**config.mk**
```make
export PLATFORM = sky130hd
export DESIGN_NAME = core_sequencer
export DESIGN_NICKNAME = d
export VERILOG_FILES = /design/src/rtl/core_pkg.sv /design/src/rtl/branch_cond_eval.sv /design/src/rtl/core_sequencer.sv
export SDC_FILE = /design/constraint.sdc
export NUM_CORES = 1
export LEC_CHECK = 0
export ABC_AREA = 1
export CORE_UTILIZATION = 40
export DETAILED_ROUTE_END_ITERATION = 10
export PLACE_DENSITY_LB_ADDON = 0.12
export SKIP_CTS_REPAIR_TIMING = 1
export SLEW_MARGIN = 5
export SYNTH_ARGS = -nofsm -noshare
export SYNTH_HDL_FRONTEND = slang
export SYNTH_SLANG_ARGS = --single-unit
```
**constraint.sdc**
```tcl
create_clock -name clk -period 4.9 [get_ports clk]
set_clock_uncertainty 0.1 [all_clocks]
set_input_delay 0.98 -clock clk [delete_from_list [all_inputs] [get_ports clk]]
set_output_delay 0.98 -clock clk [all_outputs]
set_load 0.01 [all_outputs]
```
**src/rtl/core_pkg.sv**
```systemverilog
// Shared encodings for the core sequencer: FSM states, control opcodes,
// branch condition codes, CPSR flag bit positions and the branch-target helper.
// Latency/backpressure: n/a (declarations only).
package core_pkg;

    typedef enum logic [2:0] {
        ST_IDLE   = 3'b000,
        ST_FETCH  = 3'b001,
        ST_DECODE = 3'b010,
        ST_EXEC   = 3'b011,
        ST_WB     = 3'b100,
        ST_HALT   = 3'b101
    } state_t;

    // alu_oc meanings for control-class instructions
    localparam logic [2:0] ALU_OC_JMP  = 3'b000;
    localparam logic [2:0] ALU_OC_BCC  = 3'b001;
    localparam logic [2:0] ALU_OC_HALT = 3'b111;

    // first_ld value that marks a data-class instruction
    localparam logic [1:0] FIRST_LD_DATA = 2'b00;

    // b_cond codes
    localparam logic [3:0] BC_EQ = 4'b0000;
    localparam logic [3:0] BC_NE = 4'b0001;
    localparam logic [3:0] BC_CS = 4'b0010;
    localparam logic [3:0] BC_CC = 4'b0011;
    localparam logic [3:0] BC_MI = 4'b0100;
    localparam logic [3:0] BC_PL = 4'b0101;
    localparam logic [3:0] BC_VS = 4'b0110;
    localparam logic [3:0] BC_VC = 4'b0111;
    localparam logic [3:0] BC_HI = 4'b1000;
    localparam logic [3:0] BC_LS = 4'b1001;
    localparam logic [3:0] BC_GE = 4'b1010;
    localparam logic [3:0] BC_LT = 4'b1011;
    localparam logic [3:0] BC_GT = 4'b1100;
    localparam logic [3:0] BC_LE = 4'b1101;
    localparam logic [3:0] BC_AL = 4'b1110;
    localparam logic [3:0] BC_NV = 4'b1111;

    // CPSR flag bit indices within {N,C,Z,V}
    localparam int FLAG_N = 3;
    localparam int FLAG_C = 2;
    localparam int FLAG_Z = 1;
    localparam int FLAG_V = 0;

    // Word offset relative to the branch's own address, wraps modulo 2^32
    function automatic logic [31:0] branch_target(input logic [31:0] base,
                                                  input logic [15:0] word_off);
        return base + {{14{word_off[15]}}, word_off, 2'b00};
    endfunction

endpackage

```
**src/rtl/branch_cond_eval.sv**
```systemverilog
// Branch condition evaluator: maps b_cond and registered {N,C,Z,V} to taken.
// Latency: purely combinational. Backpressure: none.
// Ports: b_cond[3:0] condition code, flags[3:0] CPSR, taken = condition holds.
module branch_cond_eval
    import core_pkg::*;
(
    input  logic [3:0] b_cond,
    input  logic [3:0] flags,
    output logic       taken
);

    logic n, c, z, v;

    assign n = flags[FLAG_N];
    assign c = flags[FLAG_C];
    assign z = flags[FLAG_Z];
    assign v = flags[FLAG_V];

    always_comb begin
        taken = 1'b0;
        case (b_cond)
            BC_EQ: taken = z;
            BC_NE: taken = !z;
            BC_CS: taken = c;
            BC_CC: taken = !c;
            BC_MI: taken = n;
            BC_PL: taken = !n;
            BC_VS: taken = v;
            BC_VC: taken = !v;
            BC_HI: taken = c && !z;
            BC_LS: taken = !(c && !z);
            BC_GE: taken = (n == v);
            BC_LT: taken = (n != v);
            BC_GT: taken = !z && (n == v);
            BC_LE: taken = !(!z && (n == v));
            BC_AL: taken = 1'b1;
            BC_NV: taken = 1'b0;
        endcase
    end

endmodule

```
**src/rtl/core_sequencer.sv**
```systemverilog
// Multi-cycle core sequencer: FETCH -> DECODE -> EXEC -> (WB) with branch/halt.
// Latency: ALU/data 4 cycles, control 3 cycles with zero-wait fetch.
// Backpressure: FETCH holds imem_req/imem_addr stable until imem_ack.
// Ports: imem_* fetch handshake; instr latched word; decoded fields in;
// alu_flags from EX; flags/pc/state registered; rf_we/rf_wsel to register file.
module core_sequencer
    import core_pkg::*;
(
    input  logic        clk,
    input  logic        rst_n,
    output logic        imem_req,
    output logic [31:0] imem_addr,
    input  logic        imem_ack,
    input  logic [31:0] imem_rdata,
    output logic [31:0] instr,
    input  logic        special_encoding,
    input  logic [1:0]  first_ld,
    input  logic [2:0]  alu_oc,
    input  logic [3:0]  b_cond,
    input  logic [15:0] offset,
    input  logic [3:0]  alu_flags,
    output logic [3:0]  flags,
    output logic        rf_we,
    output logic        rf_wsel,
    output logic [31:0] pc,
    output logic [2:0]  state
);

    state_t      state_q, state_d;
    logic [31:0] pc_q, pc_d;
    logic [31:0] instr_q, instr_d;
    logic [3:0]  flags_q, flags_d;
    logic        run_q;
    logic        cond_taken;

    // Conditions always look at the registered flags, never at alu_flags
    branch_cond_eval u_cond (
        .b_cond (b_cond),
        .flags  (flags_q),
        .taken  (cond_taken)
    );

    // run_q stays low for the first edge after reset release so that IDLE
    // spans one full cycle and FETCH starts on the second edge.
    always_ff @(posedge clk or negedge rst_n) begin
        if (!rst_n) begin
            state_q <= ST_IDLE;
            pc_q    <= 32'd0;
            instr_q <= 32'd0;
            flags_q <= 4'd0;
            run_q   <= 1'b0;
        end else begin
            state_q <= state_d;
            pc_q    <= pc_d;
            instr_q <= instr_d;
            flags_q <= flags_d;
            run_q   <= 1'b1;
        end
    end

    always_comb begin
        state_d = state_q;
        pc_d    = pc_q;
        instr_d = instr_q;
        flags_d = flags_q;
        case (state_q)
            ST_IDLE: begin
                if (run_q) state_d = ST_FETCH;
            end
            ST_FETCH: begin
                if (imem_ack) begin
                    instr_d = imem_rdata;
                    state_d = ST_DECODE;
                end
            end
            ST_DECODE: state_d = ST_EXEC;
            ST_EXEC: begin
                if (special_encoding) begin
                    flags_d = alu_flags;
                    state_d = ST_WB;
                end else if (first_ld == FIRST_LD_DATA) begin
                    state_d = ST_WB;
                end else begin
                    // Control class: pc moves here, no write-back
                    state_d = ST_FETCH;
                    case (alu_oc)
                        ALU_OC_JMP:  pc_d = branch_target(pc_q, offset);
                        ALU_OC_BCC:  pc_d = cond_taken ? branch_target(pc_q, offset)
                                                       : pc_q + 32'd4;
                        ALU_OC_HALT: state_d = ST_HALT;
                        default:     pc_d = pc_q + 32'd4;
                    endcase
                end
            end
            ST_WB: begin
                pc_d    = pc_q + 32'd4;
                state_d = ST_FETCH;
            end
            ST_HALT: state_d = ST_HALT;
            default: state_d = ST_IDLE;
        endcase
    end

    assign imem_req  = (state_q == ST_FETCH);
    assign imem_addr = pc_q;
    assign rf_we     = (state_q == ST_WB);
    assign rf_wsel   = !special_encoding;
    assign instr     = instr_q;
    assign flags     = flags_q;
    assign pc        = pc_q;
    assign state     = state_q;

endmodule
```
==> reports/results.ini <==
[clock_tree]
clk_pin_slew_worst_paths_ns=0.07
clkLatencyLatePin_ns=0.34
root_buffer=clkbuf_16
cts_buffers=9
clock-sinks=70
cts_tree=done
ctsLongestPathBuffers=2
htreeDepth=3

[synth]
ys_warn_count=0
async_flop_share_pct=100
syn_inst=1143
synth.avg_cell_area_sq_um=6.19
synthFlopType=dfrtp_1
synth_top_area_share_pct=24.8
post_synth_num_cell_types=36
ys_seq_elements=70
synth.yosys.seq_area_share_pct=24.8
synth.cell_area_sq_um=7080
synth_edf_count=0
synth_top_cell_by_area=dfrtp_1
synthTopCellsByArea=dfrtp_1 (25%), nand2_1 (20%), inv_1 (9.0%), nor2_1 (6.4%), nand3_1 (6.1%)

[die]
core_sq_um=17300
start_util_pct=40.9
io_pins=171
dieHeight_um=135
die_w_um=135
die-area_sq_um=18200
row_count=48

[sta]
period_share_pct=70.4
rsz0062_at_grt=no
relSlewSlack_pct=19.2
whs_ns=0.403
setup_tns_ns=0
max_freq_mhz=290
slew_viol_final=0
finalHoldViolCount=0
setup_viol=0
worst_slew_pin_slew_ns=1.21
period_minus_slack_ns=3.45

[placed_design]
place_hpwl_um=17600
port_buffers=166
place_congestion=0.959
post-place-cells=1485
placed_area_sq_um=8690

[critical_path]
reg2reg_depth=9
worstPathArrival_ns=3.63
start_kind=primary input
cp_data_required_time_ns=5.08
crit_path_max_incr_delay_ns=0.78
crit_path_frequent_cell=nand2_1
worst_setup_path_end_kind=register
slowest_stage=clkdlybuf4s50_1
path_cells=clkdlybuf4s50_1 > ha_1 > nand2_1 > nor2_1 > nand2_1 > nor2_1 > nand2_1 > nand4_1 > nand3_1 > nand2_1 > nand2_1 > a21oi_2
worst-r2r-setup-slack_ns=1.74
crit_fanout=15
criticalPathCategory=in2reg

[drt]
wl_per_cell_um=15.0
vias=7501
antenna_left=0
viasPerCell=5.00
wl_um=22500
drt_iter0_markers=440
drc=0
dr.pass1.iters=5

[power_and_ir_drop]
total_power_w=0.00557
p_per_area_nw_per_um2=621
leakage_nw=4.67
ir_drop_mv=0.284

[grt]
overflow=0
grt_pass1_vias=7069
antenna_found_initial=0
grt_pass1_wl_um=36300
grt_start_max_net_pins=71
grtUsageTotal_pct=25.5

[min_path]
hp-class=reg2reg
whs_path_depth=1

[final_layout]
final_common_cell=nand2_1
multi_input_area_sq_um=4300
final_cell_mix=nand2_1 (378), inv_1 (170), clkdlybuf4s50_1 (165)
fin_area_sq_um=8980
fill_cells=1815
regArea_sq_um=1750
final_nets=1367
stdcell_count=1501
antenna_cells=0
area_growth_pct=26.8
drive_above_1_share_pct=5.64

[run]
cap_violations=0

[run_status]
status=completed

==> per-stage QoR <==
step / utilization [%] / setup WS (ns)
2_1_floorplan: - / 2.20
3_3_place_gp: 50.2 / 1.18
3_5_place_dp: 50.2 / 1.18
4_1_cts: 51.9 / 1.52
5_1_grt: 51.9 / 1.24
6_report: 51.9 / 1.45
==> critical path, delay by kind of cell <==
family          cells  cell delay (ns)
fa+ha+maj           1             0.57
simple gates        9             1.18
compound gates      1             0.11
buf+inv             1             0.78
==> registers in the layout, indices dropped and copies added (netlist names) <==
name	flops
instr	32
state	3
flags	4
run_q	1
imem_addr	30
==> power by group <==
group          leakage, nW  switching, W  internal, W
registers            0.787      0.000423     0.000853
logic                 3.74       0.00204      0.00161
clock network        0.137      0.000295     0.000355
==> path summary, 6_finish.rpt <==
kind	start	to
max in group asynchronous	rst_n	imem_addr[20]$_DFFE_PN0P_
worst min-delay path	instr[17]$_DFFE_PN0P_	instr[17]$_DFFE_PN0P_
worst max register to register	state[2]$_DFFE_PN0P_	imem_addr[28]$_DFFE_PN0P_
worst min register to register	instr[17]$_DFFE_PN0P_	instr[17]$_DFFE_PN0P_
min in group asynchronous	rst_n	imem_addr[6]$_DFFE_PN0P_
worst max-delay path	offset[15]	imem_addr[26]$_DFFE_PN0P_
==> cells in the mapped netlist (3+ instances only) <==
cell / count
inv_2: 3
a21oi_1: 61
inv_1: 170
nand4_1: 21
xor2_1: 30
nor2_1: 121
dfrtp_1: 70
nand2_1: 378
clkbuf_1: 6
xnor2_1: 5
a21oi_2: 5
buf_4: 35
buf_2: 11
nand3_1: 86
nor3_1: 18
ha_1: 30
buf_6: 4
o21bai_1: 7
nand3b_1: 7
o21ai_0: 25
mux2_2: 33
==> logic make-up (layout without fill, tap and decap cells) <==
family	after synthesis	count (layout)	synth area share [%]
XOR/XNOR	35	35	4.33
multiplexers	33	33	5.25
AND/OR/NAND/NOR	638	638	37.3
flip-flops	70	70	24.8
other	2	5	0.106
AO/OA/AOI/OAI	103	103	7.90
adder cells (fa/ha/maj)	31	31	5.59
buffers and inverters	231	361	14.8
==> layout make-up <==
class	instances	area share (%)
clock buffers	9	2.51
clock inverters	7	0.711
inverters	174	7.30
multi-input cells	845	47.9
flip-flops and latches	70	19.5
well taps	225	3.14
repair buffers	171	18.9
==> metal layers <==
| layer | GRT usage (%) | part of all wire [%] | wire length [um] | vias to the layer above |
|---|---|---|---|---|
| met5 | 0 | 0 | 0 | - |
| met4 | 9.18 | 2.9 | 662 | 0 |
| met3 | 5.41 | 7.1 | 1590 | 51 |
| met2 | 40.8 | 44 | 9920 | 268 |
| met1 | 33.9 | 46 | 10300 | 3361 |
| li1 | - | - | - | 3821 |
(Power assumes the default switching activity.)
